File: config.mk
export PLATFORM = sky130hd
export DESIGN_NAME = fifo_to_spi_master_flat
export DESIGN_NICKNAME = d
export VERILOG_FILES = /design/src/rtl/fifo_to_spi_master_if.sv /design/src/rtl/fifo_to_spi_master.sv /design/src/flat_wrapper.sv
export SDC_FILE = /design/constraint.sdc
export NUM_CORES = 1
export LEC_CHECK = 0
export BUFFER_PORTS_ARGS = -buffer_cell sky130_fd_sc_hd__buf_2
export CORE_MARGIN = 8
export CORE_UTILIZATION = 32
export DETAILED_ROUTE_END_ITERATION = 10
export MAX_ROUTING_LAYER = met4
export REMOVE_ABC_BUFFERS = 1
export SLEW_MARGIN = 10
export SYNTH_ARGS = -nofsm -noshare
export SYNTH_HDL_FRONTEND = slang
export SYNTH_SLANG_ARGS = --single-unit
File: constraint.sdc
create_clock -name clk -period 3.3 [get_ports clk]
set_input_delay 0.33 -clock clk [delete_from_list [all_inputs] [get_ports clk]]
set_output_delay 0.33 -clock clk [all_outputs]
set_load 0.01 [all_outputs]
File: src/rtl/fifo_to_spi_master_if.sv
// Handshake and pin bundle between the FIFO-to-SPI drainer, its FIFO and the sensor SPI pins.
// Latency: none, wires only.
// Backpressure: the FIFO side is pull-only (empty flag gates reads); the SPI side has none.
interface fifo_to_spi_master_if;
   logic       start;
   logic [7:0] n_bytes;
   logic       busy;
   logic       done;
   logic       error;
   logic       fifo_rd_en;
   logic [7:0] fifo_dout;
   logic       fifo_valid;
   logic       fifo_empty;
   logic       spi_cs_n;
   logic       spi_sclk;
   logic       spi_mosi;

   // The SPI master itself
   modport master (
      input  start, n_bytes, fifo_dout, fifo_valid, fifo_empty,
      output busy, done, error, fifo_rd_en, spi_cs_n, spi_sclk, spi_mosi
   );

   // Controller, FIFO and sensor as seen from outside the master
   modport slave (
      output start, n_bytes, fifo_dout, fifo_valid, fifo_empty,
      input  busy, done, error, fifo_rd_en, spi_cs_n, spi_sclk, spi_mosi
   );
endinterface

File: src/rtl/fifo_to_spi_master.sv
// Drains n_bytes from an 8-bit FIFO and sends them as one SPI mode-0 (MSB first) write under a single CS.
// Latency: 2 clk per byte fetch, 16*CLK_DIV clk per byte on the wire, CLK_DIV clk CS hold before done.
// Backpressure: stalls with SCLK low while the FIFO is empty; aborts with error after STALL_LIMIT clk.
module fifo_to_spi_master #(
   parameter int unsigned CLK_DIV     = 4,
   parameter int unsigned STALL_LIMIT = 255
) (
   input  logic                  clk,
   input  logic                  reset_n,
   fifo_to_spi_master_if.master  bus
);

   typedef enum logic [2:0] {
      IDLE,
      FETCH,
      WAIT_DATA,
      SHIFT,
      FINISH
   } state_t;

   localparam logic [7:0]  DIV_LAST   = 8'(CLK_DIV - 1);
   localparam logic [15:0] STALL_LAST = 16'(STALL_LIMIT - 1);
   localparam logic [15:0] STALL_MAX  = 16'(STALL_LIMIT);

   state_t      state_q, state_d;
   logic [7:0]  cnt_q, cnt_d;      // bytes still to send
   logic [15:0] stall_q, stall_d;  // consecutive empty cycles in FETCH
   logic [7:0]  div_q, div_d;      // position inside the current SCLK half-period
   logic [2:0]  bit_q, bit_d;      // bit index inside the current byte
   logic [7:0]  sh_q, sh_d;        // byte being shifted, next bit out at [6]
   logic        busy_q, busy_d;
   logic        done_q, done_d;
   logic        err_q, err_d;
   logic        cs_n_q, cs_n_d;
   logic        sclk_q, sclk_d;
   logic        mosi_q, mosi_d;
   logic        rd_en;
   logic        div_end;

   assign div_end = (div_q == DIV_LAST);

   // State and datapath registers; reset drops CS and parks the bus at once
   always_ff @(posedge clk or negedge reset_n) begin
      if (!reset_n) begin
         state_q <= IDLE;
         cnt_q   <= 8'd0;
         stall_q <= 16'd0;
         div_q   <= 8'd0;
         bit_q   <= 3'd0;
         sh_q    <= 8'd0;
         busy_q  <= 1'b0;
         done_q  <= 1'b0;
         err_q   <= 1'b0;
         cs_n_q  <= 1'b1;
         sclk_q  <= 1'b0;
         mosi_q  <= 1'b0;
      end else begin
         state_q <= state_d;
         cnt_q   <= cnt_d;
         stall_q <= stall_d;
         div_q   <= div_d;
         bit_q   <= bit_d;
         sh_q    <= sh_d;
         busy_q  <= busy_d;
         done_q  <= done_d;
         err_q   <= err_d;
         cs_n_q  <= cs_n_d;
         sclk_q  <= sclk_d;
         mosi_q  <= mosi_d;
      end
   end

   // Next-state, SPI sequencing and FIFO read strobe
   always_comb begin
      state_d = state_q;
      cnt_d   = cnt_q;
      stall_d = stall_q;
      div_d   = div_q;
      bit_d   = bit_q;
      sh_d    = sh_q;
      busy_d  = busy_q;
      done_d  = 1'b0;
      err_d   = 1'b0;
      cs_n_d  = cs_n_q;
      sclk_d  = sclk_q;
      mosi_d  = mosi_q;
      rd_en   = 1'b0;

      case (state_q)
         IDLE: begin
            if (bus.start) begin
               if (bus.n_bytes == 8'd0) begin
                  // Empty burst: acknowledge without touching the bus
                  done_d = 1'b1;
               end else begin
                  cnt_d   = bus.n_bytes;
                  stall_d = 16'd0;
                  busy_d  = 1'b1;
                  cs_n_d  = 1'b0;
                  state_d = FETCH;
               end
            end
         end

         FETCH: begin
            if (!bus.fifo_empty) begin
               // Read only when data is there, so the FIFO can never underflow
               rd_en   = 1'b1;
               stall_d = 16'd0;
               state_d = WAIT_DATA;
            end else if (stall_q >= STALL_LAST) begin
               stall_d = STALL_MAX;
               cs_n_d  = 1'b1;
               err_d   = 1'b1;
               busy_d  = 1'b0;
               mosi_d  = 1'b0;
               state_d = IDLE;
            end else begin
               stall_d = stall_q + 16'd1;
            end
         end

         WAIT_DATA: begin
            if (bus.fifo_valid) begin
               sh_d    = bus.fifo_dout;
               mosi_d  = bus.fifo_dout[7];
               div_d   = 8'd0;
               bit_d   = 3'd0;
               sclk_d  = 1'b0;
               state_d = SHIFT;
            end
         end

         SHIFT: begin
            if (!div_end) begin
               div_d = div_q + 8'd1;
            end else begin
               div_d = 8'd0;
               if (!sclk_q) begin
                  // Rising edge mid-bit: slave samples the stable MOSI
                  sclk_d = 1'b1;
               end else begin
                  // Falling edge: present the next bit
                  sclk_d = 1'b0;
                  sh_d   = {sh_q[6:0], 1'b0};
                  mosi_d = sh_q[6];
                  bit_d  = bit_q + 3'd1;
                  if (bit_q == 3'd7) begin
                     if (cnt_q != 8'd0) begin
                        cnt_d = cnt_q - 8'd1;
                     end
                     state_d = (cnt_q <= 8'd1) ? FINISH : FETCH;
                  end
               end
            end
         end

         FINISH: begin
            // CS hold after the last falling SCLK edge
            if (!div_end) begin
               div_d = div_q + 8'd1;
            end else begin
               div_d   = 8'd0;
               cs_n_d  = 1'b1;
               done_d  = 1'b1;
               busy_d  = 1'b0;
               mosi_d  = 1'b0;
               state_d = IDLE;
            end
         end

         default: begin
            state_d = IDLE;
         end
      endcase
   end

   assign bus.busy       = busy_q;
   assign bus.done       = done_q;
   assign bus.error      = err_q;
   assign bus.fifo_rd_en = rd_en;
   assign bus.spi_cs_n   = cs_n_q;
   assign bus.spi_sclk   = sclk_q;
   assign bus.spi_mosi   = mosi_q;

endmodule
File: src/flat_wrapper.sv
// flat-port wrapper written by rule: the top's interface ports become plain ports
module fifo_to_spi_master_flat 
#(
   parameter int unsigned CLK_DIV     = 4,
   parameter int unsigned STALL_LIMIT = 255
)
  (clk, reset_n, bus_start, bus_n_bytes, bus_fifo_dout, bus_fifo_valid, bus_fifo_empty, bus_busy, bus_done, bus_error, bus_fifo_rd_en, bus_spi_cs_n, bus_spi_sclk, bus_spi_mosi);
  fifo_to_spi_master_if bus_i ();
  input  logic clk;
  input  logic reset_n;
  input wire logic [$bits(bus_i.start)-1:0] bus_start;
  input wire logic [$bits(bus_i.n_bytes)-1:0] bus_n_bytes;
  input wire logic [$bits(bus_i.fifo_dout)-1:0] bus_fifo_dout;
  input wire logic [$bits(bus_i.fifo_valid)-1:0] bus_fifo_valid;
  input wire logic [$bits(bus_i.fifo_empty)-1:0] bus_fifo_empty;
  output wire logic [$bits(bus_i.busy)-1:0] bus_busy;
  output wire logic [$bits(bus_i.done)-1:0] bus_done;
  output wire logic [$bits(bus_i.error)-1:0] bus_error;
  output wire logic [$bits(bus_i.fifo_rd_en)-1:0] bus_fifo_rd_en;
  output wire logic [$bits(bus_i.spi_cs_n)-1:0] bus_spi_cs_n;
  output wire logic [$bits(bus_i.spi_sclk)-1:0] bus_spi_sclk;
  output wire logic [$bits(bus_i.spi_mosi)-1:0] bus_spi_mosi;
  assign bus_i.start = bus_start;
  assign bus_i.n_bytes = bus_n_bytes;
  assign bus_i.fifo_dout = bus_fifo_dout;
  assign bus_i.fifo_valid = bus_fifo_valid;
  assign bus_i.fifo_empty = bus_fifo_empty;
  assign bus_busy = bus_i.busy;
  assign bus_done = bus_i.done;
  assign bus_error = bus_i.error;
  assign bus_fifo_rd_en = bus_i.fifo_rd_en;
  assign bus_spi_cs_n = bus_i.spi_cs_n;
  assign bus_spi_sclk = bus_i.spi_sclk;
  assign bus_spi_mosi = bus_i.spi_mosi;
  fifo_to_spi_master #(.CLK_DIV(CLK_DIV), .STALL_LIMIT(STALL_LIMIT)) u_core (.clk(clk), .reset_n(reset_n), .bus(bus_i));
endmodule
==> results.sh, run 1 <==
export IMPL_status="completed"
export IMPL_root_buffer="clkbuf_8"
export IMPL_clk_pin_slew_ns=0.10
export IMPL_io_pins=28
export IMPL_yosysSeqAreaShare_pct=43.17
export IMPL_slew_headroom_pct=47.12
export IMPL_htree_levels=2
export IMPL_final_setup_tns_ns=0
export IMPL_diodes=0
export IMPL_route_met2_wl_um=3187
export IMPL_cts_buffers_inserted=5
export IMPL_vias=2467
export IMPL_yosysTopAreaCellShare_pct=42.28
export IMPL_antenna_left=0
export IMPL_areaGrowthSynthToFinish_pct=12.81
export IMPL_synth_largest_area_cell="dfrtp_1"
export IMPL_grt_pass1_vias=2423
export IMPL_power_density_nw_per_um2=766.7
export IMPL_dr_max_layer_used="met4"
export IMPL_dr_pass1_iters=4
export IMPL_coreArea_um2=9109
export IMPL_final_area_um2=3338
export IMPL_dpl_cell_area_um2=3202
export IMPL_met3_length_um=162
export IMPL_skew_ns=0.009177
export IMPL_arrival_ns=2.35
export IMPL_ys_types=56
export IMPL_clk_latency_ns=0.31
export IMPL_peakVddDrop_v=0.0003333
export IMPL_antenna_found_initial=0
export IMPL_drive_gt1_share_pct=17.37
export IMPL_hold_buffers=0
export IMPL_period_share_pct=65.06
export IMPL_grt_max_degree=36
export IMPL_maxCapViolations=0
export IMPL_first_iter_violations=97
export IMPL_critPathKind="flop to flop"
export IMPL_fmax_mhz=465.8
export IMPL_overflow=0
export IMPL_routed_wl_um=6874
export IMPL_clockBufferDepth=2
export IMPL_io_buffers=27
export IMPL_start_kind="flop"
export IMPL_die_h_um=112.2
export IMPL_ys_flop_type="dfrtp_1"
export IMPL_fin_crit_ns=2.147
export IMPL_cts_tree="built"
export IMPL_worstPathMaxFanout=19
export IMPL_power_mw=2.559
export IMPL_gp_congestion=0.8632
export IMPL_synth_area_per_cell_um2=8.967
export IMPL_end_kind="flop"
export IMPL_hpwl_um=4972
export IMPL_ys_async_sr_fraction_pct=100.0
export IMPL_grtUsageTotal_pct=11.38
export IMPL_clock_sinks=51
export IMPL_synth_area_um2=2959
export IMPL_yosysWarnings=0
export IMPL_met1_length_um=3454
export IMPL_start_util_pct=32.49
export IMPL_synth_edf_count=0
export IMPL_leakage_nw=1.482
export IMPL_rsz0062_at_grt="false"
export IMPL_setup_violations=0
export IMPL_drt_wirelength_per_cell_um=14.69
export IMPL_post_cts_buffers=0
export IMPL_finalHoldViolations=0
export IMPL_cts_resized=0
export IMPL_rows=35
export IMPL_yosys_top_cells_area="dfrtp_1 42%, o21ai_0 6.1%, nand2_1 4.7%"
export IMPL_worst_pin_slew_ns=0.7932
export IMPL_grt_pass1_wl_um=11640
export IMPL_synth_seq_cells=51
export IMPL_drc=0
export IMPL_worst_ep_required_time_ns=3.51
export IMPL_fin_nets=385
export IMPL_syn_inst=330
export IMPL_die_w_um=112.2
export IMPL_hold_path_class="input pin to asynchronous set/reset pin"
export IMPL_maxSlewViolCount=0
export IMPL_die_area_um2=12580
export IMPL_viasPerCell=5.271
[where the power goes]
group,internal (mW),switching [mW],leakage [nW],total [mW]
clock,0.302,0.217,0.0644,0.519
combinational,0.435,0.619,0.769,1.05
sequential,0.787,0.199,0.649,0.986
total,1.52,1.04,1.48,2.56
[routing by layer]
metal	up-vias	GRT usage, %
met5	-	-
met4	0	2.698
met3	9	2.147
met2	34	18.07
met1	1190	14.70
li1	1234	-
[sequential cells by signal, summed over array words and instances, names as in the netlist, 3 cells and up]
name,flops
u_core.stall_q,16
u_core.cnt_q,8
u_core.div_q,8
u_core.sh_q,7
u_core.bit_q,3
u_core.state_q,3
[layout make-up]
type	instances	area, um2
Clock buffer	5	68.82
Multi-Input combinational cell	250	1553
Tap cell	111	138.9
Fill cell	943	5771
Timing Repair Buffer	32	172.7
Clock inverter	3	67.56
Inverter	16	60.06
Sequential cell	51	1277
[synth_stat cells (3+ instances only)]
master,number
a21oi_1,14
and3_1,10
a31oi_1,11
mux2i_1,3
nand2b_1,5
dfrtp_1,50
nor4_1,5
and2_2,3
nor2b_1,3
a2bb2oi_1,3
o22ai_1,5
nand3_1,14
nor3_1,12
nand2_1,37
o2bb2ai_1,6
clkbuf_1,5
inv_1,16
buf_2,7
o211ai_1,3
o21a_1,4
nor2_1,28
and2_1,3
ha_1,8
o21ai_0,36
[critical path: stages (launching register included)]
cell and delay [ns]:
dfrtp_1 0.67, and3b_1 0.23, buf_4 0.23, nand2_1 0.12, nor3_4 0.38, nor2_8 0.09
mux2_4 0.31
[path summary, 6_finish.rpt]
check	startpoint	endpoint	slack, ns	depth (start not counted)
min in group clk	bus_fifo_dout[0]	u_core.sh_q[0]	0.24	3
max in group asynchronous	reset_n	u_core.bus.spi_cs_n	2.41	2
worst max register to register	u_core.state_q[0]	u_core.cnt_q[1]	1.15	6
worst min register to register	u_core.bit_q[0]	u_core.bit_q[0]	0.49	1
worst max-delay path	u_core.state_q[0]	u_core.cnt_q[1]	1.15	6
worst min-delay path	reset_n	u_core.state_q[0]	0.10	1
[cell usage in the layout (no fill, tap or decap), types with 4 or more instances in the layout]
| cell type | netlist | routed |
|---|---|---|
| a21oi_1 | 14 | 14 |
| nand2b_1 | 5 | 5 |
| clkbuf_8 | 0 | 5 |
| o2bb2ai_1 | 6 | 6 |
| ha_1 | 8 | 8 |
| a31oi_1 | 11 | 11 |
| buf_4 | 0 | 5 |
| o21a_1 | 4 | 4 |
| nor3_1 | 12 | 12 |
| nor2_1 | 28 | 28 |
| nand2_1 | 37 | 37 |
| inv_1 | 16 | 16 |
| dfrtp_1 | 50 | 50 |
| nand3_1 | 14 | 14 |
| o21ai_0 | 36 | 36 |
| nor4_1 | 5 | 5 |
| buf_2 | 7 | 27 |
| and3_1 | 10 | 10 |
| o22ai_1 | 5 | 5 |
[stage by stage]
step | cells | util, % | hold WS, ns | setup slack (ns)
6_report | 468 | 36.65 | 0.1014 | 1.153
5_1_grt | 468 | 36.65 | 0.1726 | 1.032
4_1_cts | 468 | 36.65 | 0.1352 | 1.182
3_5_place_dp | 460 | 35.15 | 0.4687 | 1.182
3_3_place_gp | 460 | 35.15 | 0.4735 | 1.192
2_1_floorplan | 317 | - | 0.03441 | 1.223
[cell families after synthesis]
group,synth area share (%)
compound gates,21.65
xor+xnor,0.5921
fa+ha+maj,3.383
buf+inv,4.355
flops,43.17
mux,1.903
simple gates,24.95
Power figures use the tool's default switching activity.
==> run 2: changes to the inputs <==
- clock period: 3.3 -> 2.07 ns (I/O delays scaled with it)
==> run 2 against run 1 <==
  * Die area is the same
  * Global-route usage grew 0.68 points
  * Via count grew 3.4%
  * Critical path type unchanged
  * Critical endpoint is now u_core.bus.spi_mosi
  * Largest cell class unchanged
  * Highest routed layer unchanged
==> results.sh, run 2 (synthesis gave the netlist of run 1 again) <==
export IMPL_status="completed"
export IMPL_min_from="bus_fifo_dout[0]"
export IMPL_cts_tree="built"
export IMPL_maxSlewViolCount=0
export IMPL_fillCellCount=939
export IMPL_regMostFlops="u_core.stall_q"
export IMPL_drive_gt1_share_pct=21.12
export IMPL_setup_violations=0
export IMPL_worst_ep_required_time_ns=2.25
export IMPL_maxCapViolations=0
export IMPL_slew_headroom_pct=50.79
export IMPL_worstPathMaxFanout=6
export IMPL_power_density_nw_per_um2=1167
export IMPL_layout_common_cells="50 x dfrtp_1, 37 x nand2_1, 36 x o21ai_0"
export IMPL_r2r_setup_slack_ns=0.009
export IMPL_clock_sinks=51
export IMPL_mostFrequentLayoutCell="dfrtp_1"
export IMPL_end_kind="flop"
export IMPL_largest_reg_flops=16
export IMPL_arrival_ns=2.24
export IMPL_diodes=0
export IMPL_grt_max_degree=29
export IMPL_fin_nets=402
export IMPL_grtUsageTotal_pct=12.06
export IMPL_internal_power_mw=2.335
export IMPL_antenna_left=0
export IMPL_htree_levels=2
export IMPL_drc=0
export IMPL_die_h_um=112.2
export IMPL_drt_wirelength_per_cell_um=14.69
export IMPL_worst_pin_slew_ns=0.7325
export IMPL_overflow=0
export IMPL_cts_buffers_inserted=5
export IMPL_hold_path_class="input pin to flop"
export IMPL_worstRegToRegCells=7
export IMPL_vias=2552
export IMPL_antenna_found_initial=0
export IMPL_fmax_mhz=485.1
export IMPL_viasPerCell=5.262
export IMPL_power_frac_clock_pct=14.9
export IMPL_rows=35
export IMPL_swShare_pct=41.87
export IMPL_seqPwrFrac_pct=37.9
export IMPL_first_iter_violations=166
export IMPL_final_setup_tns_ns=0
export IMPL_peakVddDrop_v=0.0005367
export IMPL_critPathKind="flop to flop"
export IMPL_rr_endpoint="u_core.bus.spi_mosi"
export IMPL_max_stage_delay_ns=0.46
export IMPL_skew_ns=0.01411
export IMPL_areaGrowthSynthToFinish_pct=16.32
export IMPL_io_buffers=27
export IMPL_clockBufferDepth=2
export IMPL_root_buffer="clkbuf_8"
export IMPL_finalHoldViolations=0
export IMPL_hold_end="u_core.sh_q[0]"
export IMPL_place_ws_ns=0.03368
export IMPL_hpwl_um=5290
export IMPL_clk_pin_slew_ns=0.10
export IMPL_grt_pass1_vias=2606
export IMPL_hold_depth=3
export IMPL_cp_cell_sequence="inv_2 -> ha_1 -> o2111ai_2 -> o211ai_1 -> nor2_1 -> nor3_1 -> mux2_2"
export IMPL_clk_latency_ns=0.30
export IMPL_start_kind="flop"
export IMPL_crit_slowest_cell="o211ai_1"
export IMPL_rsz0062_at_grt="true"
export IMPL_combPwrFrac_pct=47.2
export IMPL_gp_congestion=0.8679
export IMPL_routed_wl_um=7123
export IMPL_power_mw=4.018
export IMPL_dr_pass1_iters=4
export IMPL_ff_latch_area_um2=1277
export IMPL_leakage_nw=1.556
export IMPL_die_w_um=112.2
export IMPL_fin_crit_ns=2.061
export IMPL_coreArea_um2=9109
export IMPL_multiInputGateArea_um2=1559
export IMPL_whs_ns=0.1333
export IMPL_start_util_pct=32.49
export IMPL_p_switching_mw=1.682
export IMPL_io_pins=28
export IMPL_reg2reg_from="u_core.stall_q[0]"
export IMPL_period_share_pct=99.58
export IMPL_grt_pass1_wl_um=12390
export IMPL_die_area_um2=12580
export IMPL_top_regs="u_core.stall_q (16), u_core.cnt_q (8), u_core.div_q (8)"
export IMPL_setup_slack_ns=0.008737
## run 2: worst max path at each step
stage	to	slack, ns	startpoint
4_1_cts	u_core.bus.spi_mosi	0.004	u_core.stall_q[0]
3_5_place_dp	u_core.bus.spi_mosi	0.03	u_core.stall_q[0]
6_report	u_core.bus.spi_mosi	0.009	u_core.stall_q[0]
3_3_place_gp	u_core.cnt_q[1]	0.13	u_core.div_q[1]
2_1_floorplan	u_core.state_q[0]	-0.007	u_core.state_q[2]
5_1_grt	u_core.bus.spi_mosi	-0.09	u_core.stall_q[0]
## run 2: metrics by stage
stage / util [%] / area (um2) / instances
after global placement: 36.36 / 3312 / 473
after floorplan: - / 2890 / 317
after global routing: 37.79 / 3442 / 485
after detailed placement: 36.36 / 3312 / 473
final: 37.79 / 3442 / 485
after CTS: 37.47 / 3413 / 482
## run 2: repair_timing
action | 4_1_cts | 5_1_grt
hold buffers | 1 | 0
setup endpoints to repair | 0 | 8
endpoints found under the hold margin | 23 | 0
setup buffers | 0 | 3
resized for setup | 0 | 2
## run 2: power groups by stage
stage / clock network, mW / registers, mW / logic, mW
after floorplan: 0 / 1.52 / 1.25
after global placement: 0 / 1.53 / 1.84
after detailed placement: 0 / 1.54 / 1.88
after CTS: 0.622 / 1.52 / 1.89
after global routing: 0.664 / 1.56 / 2.14
final: 0.599 / 1.52 / 1.90
## run 2: area by class of cell
type / instances / share of cell area (%)
clock inverter: 1 / 0.1454
sequential: 51 / 37.11
multi-input combinational: 250 / 45.29
clock buffer: 7 / 2.508
tap: 111 / 4.035
inverter: 16 / 1.745
timing repair buffer: 49 / 9.160
## run 2: critical path: cells and delay by family (launching register included)
kind	cells	cell delay, ns
adders and majority gates	1	0.17
and+or+nand+nor	2	0.31
AOI/OAI and AO/OA	2	0.60
muxes	1	0.35
buffers and inverters	1	0.08
DFF	1	0.43
## run 2: metal layers
| layer | global-route usage (%) | vias to the layer above | wire, um |
|---|---|---|---|
| met1 | 15.25 | 1232 | 3526 |
| met3 | 2.147 | 4 | 200 |
| li1 | - | 1273 | - |
| met2 | 19.87 | 43 | 3361 |
| met4 | 2.338 | 0 | 35 |
| met5 | - | - | 0 |
==> run 3: changes to the inputs <==
- PLACE_DENSITY: default -> 0.49
==> run 3 against run 2 <==
  * Non-clock buffer count is 2 lower
  * Total power is 0.33% lower
  * Largest cell class unchanged
  * Setup slack better by 0.12 ns
  * Critical path depth is 1 lower
  * Design area is 0.73% lower
  * Critical path type unchanged
  * Die area stayed put
  * Cell count is 0.62% lower
  * Sequential share of layout area is 0.27 points higher
  * Register-to-register slack better by 0.12 ns
==> results.sh, run 3 (synthesis gave the netlist of run 1 again) <==
export IMPL_vias=2536
export IMPL_die_w_um=112.2
export IMPL_grt_pass1_vias=2514
export IMPL_multiInputGateArea_um2=1553
export IMPL_clockBufferDepth=2
export IMPL_die_area_um2=12580
export IMPL_fillCellCount=946
export IMPL_top_regs="u_core.stall_q (16), u_core.cnt_q (8), u_core.div_q (8)"
export IMPL_start_kind="flop"
export IMPL_dpl_cell_area_um2=3319
export IMPL_gp_congestion=0.8652
export IMPL_skew_ns=0.007126
export IMPL_period_share_pct=93.91
export IMPL_dr_pass1_iters=4
export IMPL_root_buffer="clkbuf_8"
export IMPL_status="completed"
export IMPL_start_util_pct=32.49
export IMPL_fmax_mhz=514.4
export IMPL_areaGrowthSynthToFinish_pct=15.48
export IMPL_final_setup_tns_ns=0
export IMPL_coreArea_um2=9109
export IMPL_io_buffers=27
export IMPL_leakage_nw=1.543
export IMPL_grt_max_degree=28
export IMPL_power_frac_clock_pct=15.2
export IMPL_internal_power_mw=2.322
export IMPL_drive_gt1_share_pct=20.22
export IMPL_cts_resized=0
export IMPL_antenna_left=0
export IMPL_setup_violations=0
export IMPL_clk_pin_slew_ns=0.09
export IMPL_grtUsageTotal_pct=12.07
export IMPL_maxCapViolations=0
export IMPL_cts_buffers_inserted=5
export IMPL_finalHoldViolations=0
export IMPL_stdcell_count=482
export IMPL_worstPathMaxFanout=8
export IMPL_whs_ns=0.1311
export IMPL_first_iter_violations=113
export IMPL_overflow=0
export IMPL_io_pins=28
export IMPL_die_h_um=112.2
export IMPL_place_ws_ns=0.1156
export IMPL_grt_pass1_wl_um=12310
export IMPL_cts_tree="built"
export IMPL_clk_latency_ns=0.30
export IMPL_combPwrFrac_pct=46.8
export IMPL_rsz0062_at_grt="false"
export IMPL_fin_crit_ns=1.944
export IMPL_hpwl_um=5162
export IMPL_p_switching_mw=1.683
export IMPL_swShare_pct=42.02
export IMPL_arrival_ns=2.14
export IMPL_fin_nets=400
export IMPL_diodes=0
export IMPL_regMostFlops="u_core.stall_q"
export IMPL_drt_wirelength_per_cell_um=14.59
export IMPL_maxSlewViolCount=0
export IMPL_setup_slack_ns=0.1261
export IMPL_rows=35
export IMPL_peakVddDrop_v=0.0004289
export IMPL_critPathKind="flop to flop"
export IMPL_power_density_nw_per_um2=1172
export IMPL_ff_latch_area_um2=1277
export IMPL_final_area_um2=3417
export IMPL_dp_cells=474
export IMPL_worst_ep_required_time_ns=2.27
export IMPL_seqPwrFrac_pct=38.1
export IMPL_hold_path_class="input pin to flop"
export IMPL_end_kind="flop"
export IMPL_slew_headroom_pct=55.50
export IMPL_clock_sinks=51
export IMPL_largest_reg_flops=16
export IMPL_htree_levels=2
export IMPL_layout_common_cells="50 x dfrtp_1, 37 x nand2_1, 36 x o21ai_0"
export IMPL_worst_pin_slew_ns=0.6675
export IMPL_routed_wl_um=7030
export IMPL_mostFrequentLayoutCell="dfrtp_1"
export IMPL_viasPerCell=5.261
export IMPL_antenna_found_initial=0
export IMPL_drc=0
-- run 3: timing repair --
item                                    CTS  global route
endpoints found under the setup margin    0             0
hold buffers                              1             0
buffers inserted                          0             0
endpoints found under the hold margin    25             0
-- run 3: area by class of cell --
type	count	area share (%)
Clock buffer	6	2.417
Clock inverter	1	0.1465
Inverter	16	1.758
Multi-Input combinational cell	250	45.44
Sequential cell	51	37.39
Tap cell	111	4.064
Timing Repair Buffer	47	8.788
-- run 3: layer usage --
layer | track usage (%) | part of all wire, %
met1 | 16.30 | 53
met2 | 18.15 | 44
met3 | 2.415 | 2.3
met4 | 2.878 | 0.70
met5 | - | 0
-- run 3: worst max-delay path, cell delays in order, from the launching register on --
cell,delay [ns]
dfrtp_1,0.39
ha_1,0.21
nor3b_2,0.27
nand2_2,0.15
nor3_4,0.43
nor2_8,0.08
mux2_4,0.31
-- run 3: through the flow --
stage | util, % | power [mW]
after global placement | 36.44 | 3.428
after global routing | 37.51 | 4.349
after floorplan | - | 2.765
final | 37.51 | 4.004
after detailed placement | 36.44 | 3.422
after CTS | 37.51 | 4.038
-- run 3: worst paths after layout --
kind                                        from                end  slack, ns  cells past startpoint
worst max-delay path             u_core.div_q[1]    u_core.cnt_q[1]       0.13                      6
worst min-delay path            bus_fifo_dout[0]     u_core.sh_q[0]       0.13                      3
worst max register to register   u_core.div_q[1]    u_core.cnt_q[1]       0.13                      6
worst min register to register   u_core.bit_q[0]    u_core.bit_q[0]       0.49                      1
max in group asynchronous                reset_n     u_core.sh_q[4]       1.04                      3
min in group asynchronous                reset_n  u_core.state_q[0]       0.46                      2
-- run 3: power groups by stage --
stage / clock [mW] / combinational, mW / sequential (mW)
after floorplan: 0 / 1.25 / 1.52
final: 0.607 / 1.87 / 1.52
after CTS: 0.625 / 1.89 / 1.52
after detailed placement: 0 / 1.88 / 1.54
after global routing: 0.670 / 2.11 / 1.57
after global placement: 0 / 1.89 / 1.54
